## config.mk

```make
export PLATFORM = sky130hd
export DESIGN_NAME = alu_arbiter_flat
export DESIGN_NICKNAME = d
export VERILOG_FILES = /design/src/rtl/alu_arbiter_if.sv /design/src/rtl/alu_arbiter.sv /design/src/flat_wrapper.sv
export SDC_FILE = /design/constraint.sdc
export NUM_CORES = 1
export LEC_CHECK = 0
export CORE_MARGIN = 2
export CORE_UTILIZATION = 37
export DETAILED_ROUTE_END_ITERATION = 16
export GPL_TIMING_DRIVEN = 0
export PLACE_DENSITY = 0.82
export SLEW_MARGIN = 10
export SYNTH_ARGS = -nofsm -noshare
export SYNTH_HDL_FRONTEND = slang
export SYNTH_SLANG_ARGS = --single-unit
```

## constraint.sdc

```tcl
create_clock -name clk -period 2.05 [get_ports clk]
set_input_delay 0.5125 -clock clk [delete_from_list [all_inputs] [get_ports clk]]
set_output_delay 0.5125 -clock clk [all_outputs]
set_load 0.05 [all_outputs]
```

## src/rtl/alu_arbiter_if.sv

```systemverilog
// alu_arbiter_if: request, response and shared-ALU signals of alu_arbiter.
// lock0/lock1 are present only when ALU_ARB_LOCK_EN is defined.
`ifndef WORDSIZE
`define WORDSIZE 16
`endif
`ifndef ALUOPSIZE
`define ALUOPSIZE 2
`endif
`ifndef ALU_OP_ADD
`define ALU_OP_ADD 2'd0
`endif
`ifndef ALU_OP_SUB
`define ALU_OP_SUB 2'd1
`endif
`ifndef ALU_OP_AND
`define ALU_OP_AND 2'd2
`endif
`ifndef ALU_OP_OR
`define ALU_OP_OR 2'd3
`endif

interface alu_arbiter_if;
  logic                  req0_valid, req1_valid;
  logic                  req0_ready, req1_ready;
  logic [`ALUOPSIZE-1:0] req0_op, req1_op;
  logic [`WORDSIZE-1:0]  req0_a, req0_b, req1_a, req1_b;
`ifdef ALU_ARB_LOCK_EN
  logic                  lock0, lock1;
`endif
  logic                  resp_valid;
  logic                  resp_id;
  logic [`WORDSIZE-1:0]  resp_result;
  logic                  resp_zero;
  logic                  resp_ready;
  logic [`WORDSIZE-1:0]  alu_a, alu_b;
  logic [`ALUOPSIZE-1:0] alu_op;
  logic [`WORDSIZE-1:0]  alu_result;
  logic                  alu_zero;

  // Arbiter side.
  modport slave (
    input  req0_valid, req1_valid, req0_op, req1_op, req0_a, req0_b, req1_a, req1_b,
`ifdef ALU_ARB_LOCK_EN
    input  lock0, lock1,
`endif
    input  resp_ready, alu_result, alu_zero,
    output req0_ready, req1_ready, resp_valid, resp_id, resp_result, resp_zero,
    output alu_a, alu_b, alu_op
  );

  // Requesters plus the shared ALU.
  modport master (
    output req0_valid, req1_valid, req0_op, req1_op, req0_a, req0_b, req1_a, req1_b,
`ifdef ALU_ARB_LOCK_EN
    output lock0, lock1,
`endif
    output resp_ready, alu_result, alu_zero,
    input  req0_ready, req1_ready, resp_valid, resp_id, resp_result, resp_zero,
    input  alu_a, alu_b, alu_op
  );
endinterface

```

## src/rtl/alu_arbiter.sv

```systemverilog
// alu_arbiter: two-requester round-robin front end for one shared ALU, one op in flight.
// Optional ALU_ARB_LOCK_EN lets the last-granted requester keep ownership via lockN.
`ifndef WORDSIZE
`define WORDSIZE 16
`endif
`ifndef ALUOPSIZE
`define ALUOPSIZE 2
`endif
`ifndef ALU_OP_ADD
`define ALU_OP_ADD 2'd0
`endif

module alu_arbiter (
  input  logic         clk,
  input  logic         rst_n,
  alu_arbiter_if.slave bus
);
  typedef enum logic [1:0] {IDLE = 2'd0, EXEC = 2'd1, RESP = 2'd2} state_t;

  state_t                state, state_nxt;
  logic [`WORDSIZE-1:0]  lat_a, lat_b, res_q;
  logic [`ALUOPSIZE-1:0] lat_op;
  logic                  lat_id, last_grant, res_id_q, res_zero_q;
  logic                  any_valid, grant_id, accept;

  always_comb begin : arbitrate
    any_valid = bus.req0_valid | bus.req1_valid;
    if (bus.req0_valid && bus.req1_valid) grant_id = ~last_grant;
    else                                  grant_id = bus.req1_valid;
`ifdef ALU_ARB_LOCK_EN
    // A locked, still-valid owner overrides round-robin.
    if (!last_grant && bus.lock0 && bus.req0_valid)     grant_id = 1'b0;
    else if (last_grant && bus.lock1 && bus.req1_valid) grant_id = 1'b1;
`endif
  end

  assign accept = (state == IDLE) && any_valid;

  // NOTE: sequential state uses non-blocking (<=) so all registers sample pre-edge values.
  always_ff @(posedge clk or negedge rst_n) begin
    if (!rst_n) state <= IDLE;
    else        state <= state_nxt;
  end

  always_comb begin : next_state
    // NOTE: default assignment first so no path leaves state_nxt unassigned (no latch).
    state_nxt = state;
    case (state)
      IDLE:    if (any_valid) state_nxt = EXEC;
      EXEC:    state_nxt = RESP;
      RESP:    if (bus.resp_ready) state_nxt = IDLE;
      default: state_nxt = IDLE;
    endcase
  end

  always_comb begin : outputs
    bus.req0_ready = accept && !grant_id;
    bus.req1_ready = accept &&  grant_id;
    bus.resp_valid = (state == RESP);
  end

  // NOTE: these are plain registers, not a memory array, so all of them take the async reset.
  always_ff @(posedge clk or negedge rst_n) begin
    if (!rst_n) begin
      lat_a      <= '0;
      lat_b      <= '0;
      lat_op     <= `ALU_OP_ADD;
      lat_id     <= 1'b0;
      last_grant <= 1'b1;
      res_q      <= '0;
      res_zero_q <= 1'b0;
      res_id_q   <= 1'b0;
    end else begin
      if (accept) begin
        lat_a      <= grant_id ? bus.req1_a  : bus.req0_a;
        lat_b      <= grant_id ? bus.req1_b  : bus.req0_b;
        lat_op     <= grant_id ? bus.req1_op : bus.req0_op;
        lat_id     <= grant_id;
        last_grant <= grant_id;
      end
      if (state == EXEC) begin
        res_q      <= bus.alu_result;
        res_zero_q <= bus.alu_zero;
        res_id_q   <= lat_id;
      end
    end
  end

  // The ALU only ever sees latched operands, so request ports may change freely after grant.
  assign bus.alu_a       = lat_a;
  assign bus.alu_b       = lat_b;
  assign bus.alu_op      = lat_op;
  assign bus.resp_result = res_q;
  assign bus.resp_zero   = res_zero_q;
  assign bus.resp_id     = res_id_q;
endmodule

```

## src/flat_wrapper.sv

```systemverilog
// flat-port wrapper written by rule: the top's interface ports become plain ports
module alu_arbiter_flat 
  (clk, rst_n, bus_req0_valid, bus_req1_valid, bus_req0_op, bus_req1_op, bus_req0_a, bus_req0_b, bus_req1_a, bus_req1_b, bus_resp_ready, bus_alu_result, bus_alu_zero, bus_req0_ready, bus_req1_ready, bus_resp_valid, bus_resp_id, bus_resp_result, bus_resp_zero, bus_alu_a, bus_alu_b, bus_alu_op);
  alu_arbiter_if bus_i ();
  input  logic clk;
  input  logic rst_n;
  input wire logic [$bits(bus_i.req0_valid)-1:0] bus_req0_valid;
  input wire logic [$bits(bus_i.req1_valid)-1:0] bus_req1_valid;
  input wire logic [$bits(bus_i.req0_op)-1:0] bus_req0_op;
  input wire logic [$bits(bus_i.req1_op)-1:0] bus_req1_op;
  input wire logic [$bits(bus_i.req0_a)-1:0] bus_req0_a;
  input wire logic [$bits(bus_i.req0_b)-1:0] bus_req0_b;
  input wire logic [$bits(bus_i.req1_a)-1:0] bus_req1_a;
  input wire logic [$bits(bus_i.req1_b)-1:0] bus_req1_b;
  input wire logic [$bits(bus_i.resp_ready)-1:0] bus_resp_ready;
  input wire logic [$bits(bus_i.alu_result)-1:0] bus_alu_result;
  input wire logic [$bits(bus_i.alu_zero)-1:0] bus_alu_zero;
  output wire logic [$bits(bus_i.req0_ready)-1:0] bus_req0_ready;
  output wire logic [$bits(bus_i.req1_ready)-1:0] bus_req1_ready;
  output wire logic [$bits(bus_i.resp_valid)-1:0] bus_resp_valid;
  output wire logic [$bits(bus_i.resp_id)-1:0] bus_resp_id;
  output wire logic [$bits(bus_i.resp_result)-1:0] bus_resp_result;
  output wire logic [$bits(bus_i.resp_zero)-1:0] bus_resp_zero;
  output wire logic [$bits(bus_i.alu_a)-1:0] bus_alu_a;
  output wire logic [$bits(bus_i.alu_b)-1:0] bus_alu_b;
  output wire logic [$bits(bus_i.alu_op)-1:0] bus_alu_op;
  assign bus_i.req0_valid = bus_req0_valid;
  assign bus_i.req1_valid = bus_req1_valid;
  assign bus_i.req0_op = bus_req0_op;
  assign bus_i.req1_op = bus_req1_op;
  assign bus_i.req0_a = bus_req0_a;
  assign bus_i.req0_b = bus_req0_b;
  assign bus_i.req1_a = bus_req1_a;
  assign bus_i.req1_b = bus_req1_b;
  assign bus_i.resp_ready = bus_resp_ready;
  assign bus_i.alu_result = bus_alu_result;
  assign bus_i.alu_zero = bus_alu_zero;
  assign bus_req0_ready = bus_i.req0_ready;
  assign bus_req1_ready = bus_i.req1_ready;
  assign bus_resp_valid = bus_i.resp_valid;
  assign bus_resp_id = bus_i.resp_id;
  assign bus_resp_result = bus_i.resp_result;
  assign bus_resp_zero = bus_i.resp_zero;
  assign bus_alu_a = bus_i.alu_a;
  assign bus_alu_b = bus_i.alu_b;
  assign bus_alu_op = bus_i.alu_op;
  alu_arbiter u_core (.clk(clk), .rst_n(rst_n), .bus(bus_i));
endmodule
```

# Yosys cells after proc, flatten, opt, wreduce, memory -nomap -nowiden

Cells that the tools add are included.

Bits of input ports: 90
Output and inout bits: 55
Latch bits: 0
Memories: 0
Memory bits (writable): 0
Memory bits (read-only): 0
Register bits after elaboration: 56

Equality and inequality tests: 4
Multiply operators: 0
Div/mod/pow operators: 0
$lt $le $gt $ge: 0
Shift operators: 0
Bitwise operators: 2
Muxes and demuxes: 7
Reductions and logical operators: 7
Add/subtract/negate cells: 0

Operators with widths:

| kind                                                                  | number |
|---|---|
| 16-bit 2-to-1 mux                                                     | 2 |
| 2-bit 2-to-1 mux                                                      | 3 |
| 2-bit case mux with 3 select lines                                    | 1 |
| 1-bit logical AND                                                     | 4 |
| 2-bit by 1-bit equality test with 1-bit output, second input constant | 1 |
| 2-bit equality test, second input constant                            | 1 |
| 2-bit zero test                                                       | 1 |
| 2-bit by 1-bit != test with 1-bit output, second input constant       | 1 |
| 2-bit != test, second input constant                                  | 1 |
| 2-bit AND reduction                                                   | 1 |
| 1-bit zero test                                                       | 1 |
| 1-bit 2-to-1 mux                                                      | 1 |
| 1-bit inverter                                                        | 1 |
| 1-bit bitwise OR                                                      | 1 |

# Depth between registers and ports, before layout

Depth after elaboration: 4
Mapped depth: 5
Gate-level depth less buffers: 4

# Least setup slack after synthesis

No wires, ideal clock.

Path kind: input-to-output
From: input port bus_req0_valid
To: output port bus_req1_ready
Data required time: 1.537 ns
Slack: 0.370 ns
Cell stages on the path: 4
Arrival time: 1.167 ns
Path through: nand2_1 > and3_1 > buf_2 > buf_2

Cells in the longest elaborated chain, start to end: 3

RTL lines:

| item                                                         | RTL line                             | source |
|---|---|---|
| start, declared                                              | flat_wrapper.sv:7                    | `input wire logic [$bits(bus_i.req0_valid)-1:0] bus_req0_valid;` |
| 1-bit bitwise OR / 1-bit logical AND (equally long branches) | alu_arbiter.sv:27, alu_arbiter.sv:28 |  |
| 1-bit logical AND / 1-bit 2-to-1 mux (equally long branches) | alu_arbiter.sv:37, alu_arbiter.sv:28 |  |
| 1-bit logical AND (*)                                        | alu_arbiter.sv:58                    | `bus.req1_ready = accept && grant_id;` |
| end, declared                                                | flat_wrapper.sv:19                   | `output wire logic [$bits(bus_i.req1_ready)-1:0] bus_req1_ready;` |

Mark *: on every way between the ends. The rest lies on a longest branch, timed or not.

# Worst setup path in the final report

From: register u_core.lat_b[12], in the netlist u_core.bus.alu_b[12]
To: output port bus_alu_b[12]

RTL lines:

| item                   | RTL line           | source |
|---|---|---|
| start, declared        | alu_arbiter.sv:21  | `` logic [`WORDSIZE-1:0] lat_a, lat_b, res_q; `` |
| start signal, assigned | alu_arbiter.sv:76  | `lat_b <= grant_id ? bus.req1_b : bus.req0_b;` |
| end, declared          | flat_wrapper.sv:25 | `output wire logic [$bits(bus_i.alu_b)-1:0] bus_alu_b;` |

No word-level cell between the ends.

==> summary.txt <==
Status
  – Status: finished, final reports clean

STA
  – Max transition margin: 0.6225
  – Max Clock Freq: 499.4 MHz
  – Hold WS: 164.7 ps
  – Min Tclk post-route: 2002 ps
  – Final Setup Violations: 0
  – Worst-margin pin slew: ~560 ps
  – Slew Viols, Final: 0
  – Final worst-path cycle share: 0.9768
  – Clock Skew: 10.95 ps
  – Hold Vio Cnt, Final: 0
  – RSZ-0062 raised after global routing: false
  – Post-route setup slack: between 40 and 50 ps

Place
  – RePlAce Congestion: 0.7025
  – I/O Buffers: 144
  – Dpl ws: -940.0 ps
  – Hpwl dp: 4.996 mm

Critical path
  – WP buf/inv: 1
  – Worst Path Arrival: approximately 1500 ps
  – WS Path Type: reg2out
  – CP required: 1540 ps
  – CP Cell Sequence: clkdlybuf4s50_1
  – CP Capture Type: output pin
  – Delay-heaviest family, CP: buffers and inverters
  – Startpoint class of the critical path: flip-flop
  – Critical path fanouts, max: 2
  – Critical path's largest stage delay: 820 ps
  – Crit-path slowest cell: clkdlybuf4s50_1

Drt
  – Via count: approximately 2000
  – WL/cell: 16.34 um
  – 1st-pass router iterations: 4
  – Drt initial violations: 71
  – DRC: 0
  – Via density: just over 5
  – Post-Route WL: around 6.6 mm
  – DRT antenna net count: 0

Pwr
  – Leak pwr: 1.783 nW
  – Peak supply drop: 1004 uV
  – Pwr dens: 1805 nW/um2

Cells and area
  – N_diodes: 0
  – Layout area overhead: 69.42%
  – Ratio of cells with drive above 1 in the final layout: 0.1415
  – # nets final: 414

Yosys
  – Yosys reg bits: 56
  – Mapped Cells: 173
  – Unique masters post-synth: 18
  – Syn Nets: 263
  – Syn Area/Cell: ~14 um2
  – Register area share after synthesis: 0.5851
  – Post-synthesis cell area: approximately 2400 um2
  – Synth warn: 0

GRT
  – Gr usage total: 0.1883
  – Vias in the first global route: 2248
  – Largest net degree at the start of global routing: 36
  – First-pass GRT wire length: about 11 mm
  – Antenna violations before repair: 0
  – Grt ovf: 0

Clock network
  – Hold-fix buffer count after cts: 0
  – Clock Tree Buf Depth: 2
  – CTS tree: done
  – H-tree depth: 2
  – CTS Sinks: 56
  – Worst-Skew Late Latency: 310 ps
  – Reg clk slew, reported paths: 100 ps
  – Clock buffer count from CTS: 5
  – CTS Root Cell: clkbuf_8

Die
  – Core footprint: approximately 6300 um2
  – Initial core utilization: 0.3797
  – Die Wd: between 80 and 90 um
  – Core Rows: 29
  – Die area: 7139 um2
  – Die H: 84.50 um
  – I/O pin total: 145

Min path
  – Worst min-delay path category: in2async

Run
  – Max_cap viols: 0
==> path summary, 6_finish.rpt <==
check | to | cells past startpoint | slack, ps | startpoint
min in group clk | u_core.lat_id | 1 | 500 | u_core.lat_id
min | u_core.bus.alu_b[11] | 1 | 160 | rst_n
max in group asynchronous | u_core.last_grant | 2 | 1260 | rst_n
max | bus_alu_b[12] | 1 | 50 | u_core.bus.alu_b[12]
max reg2reg | u_core.bus.alu_a[5] | 6 | 410 | u_core.last_grant
min reg2reg | u_core.lat_id | 1 | 500 | u_core.lat_id
==> per-stage QoR <==
step / TNS (ps) / instances / power (mW) / instance area (um2) / utilization
global route: 0 / 402 / 7.700 / 4061 / 0.6433
global placement: -71670 / 394 / 6.669 / 3935 / 0.6233
finish: 0 / 402 / 7.331 / 4061 / 0.6433
detailed placement: -3600 / 395 / 6.763 / 3950 / 0.6256
floorplan: 0 / 173 / 5.174 / 2397 / -
CTS: 0 / 402 / 7.410 / 4046 / 0.6409
==> cells in the mapped netlist <==
master    instances  area, um2
a221o_1          34      340.3
and3_1            1      6.260
buf_2            12      60.06
buf_6             1      11.26
buf_8             3      45.04
dfrtp_1          55       1376
dfstp_2           1      26.28
inv_1             1      3.750
inv_2             1      3.750
mux2_2           18      202.7
nand2_1           1      3.750
nand2b_1          2      12.51
nand3_1           1      5.000
nor2_1            3      11.26
o21a_1           36      270.3
o21ai_0           1      5.000
or2_1             1      6.260
or2b_1            1      7.510
==> where the power goes <==
| group | internal [mW] | total (mW) | switching, mW |
|---|---|---|---|
| clock network | 0.277 | 0.625 | 0.348 |
| registers | 1.66 | 1.94 | 0.274 |
| logic | 1.93 | 4.77 | 2.84 |
| total | 3.87 | 7.33 | 3.46 |
==> routing by layer <==
layer / GRT usage / up-vias / share of wire
li1: - / 967 / -
met1: 0.2182 / 971 / 0.39
met2: 0.3286 / 86 / 0.51
met3: 0.07178 / 4 / 0.088
met4: 0.04762 / 0 / 0.0055
met5: 0 / - / 0
==> kinds of logic after synthesis <==
family	after synthesis	share of synthesized area
mux	18	0.08455
flops	56	0.5851
simple gates	10	0.02192
buf+inv	18	0.05167
compound gates	71	0.2568
==> sequential cells by signal (all words and copies together) (netlist names) <==
signal / flops
u_core.bus.alu_op: 2
u_core.lat_id: 1
u_core.state: 2
u_core.bus.resp_result: 16
u_core.last_grant: 1
u_core.bus.resp_id: 1
u_core.bus.resp_zero: 1
u_core.bus.alu_a: 16
u_core.bus.alu_b: 16
==> layout make-up <==
type                    instances  area [um2]
well taps                      77       96.34
inverters                       2       10.01
plain buffers                  14       112.6
flip-flops and latches         56        1403
repair buffers                146        1479
fillers                       519        2252
clock buffers                   8       90.09
multi-input cells              99       870.8
==> layout by cell type (no fill, tap or decap), types with 2 or more instances in the layout <==
cell type	netlist	layout
buf_8	3	4
o21a_1	36	36
nand2b_1	2	2
dlymetal6s2s_1	0	8
nor2_1	3	3
clkbuf_8	0	6
buf_6	1	2
buf_2	12	10
a221o_1	34	34
dfrtp_1	55	55
buf_4	0	2
clkbuf_1	0	2
clkdlybuf4s50_1	0	130
dlygate4sd2_1	0	2
mux2_2	18	18
==> what timing repair did <==
action	in CTS	in global routing
resized for setup	21	9
setup buffers	1	0
endpoints found under the setup margin	3	9
(Power assumes the default switching activity.)
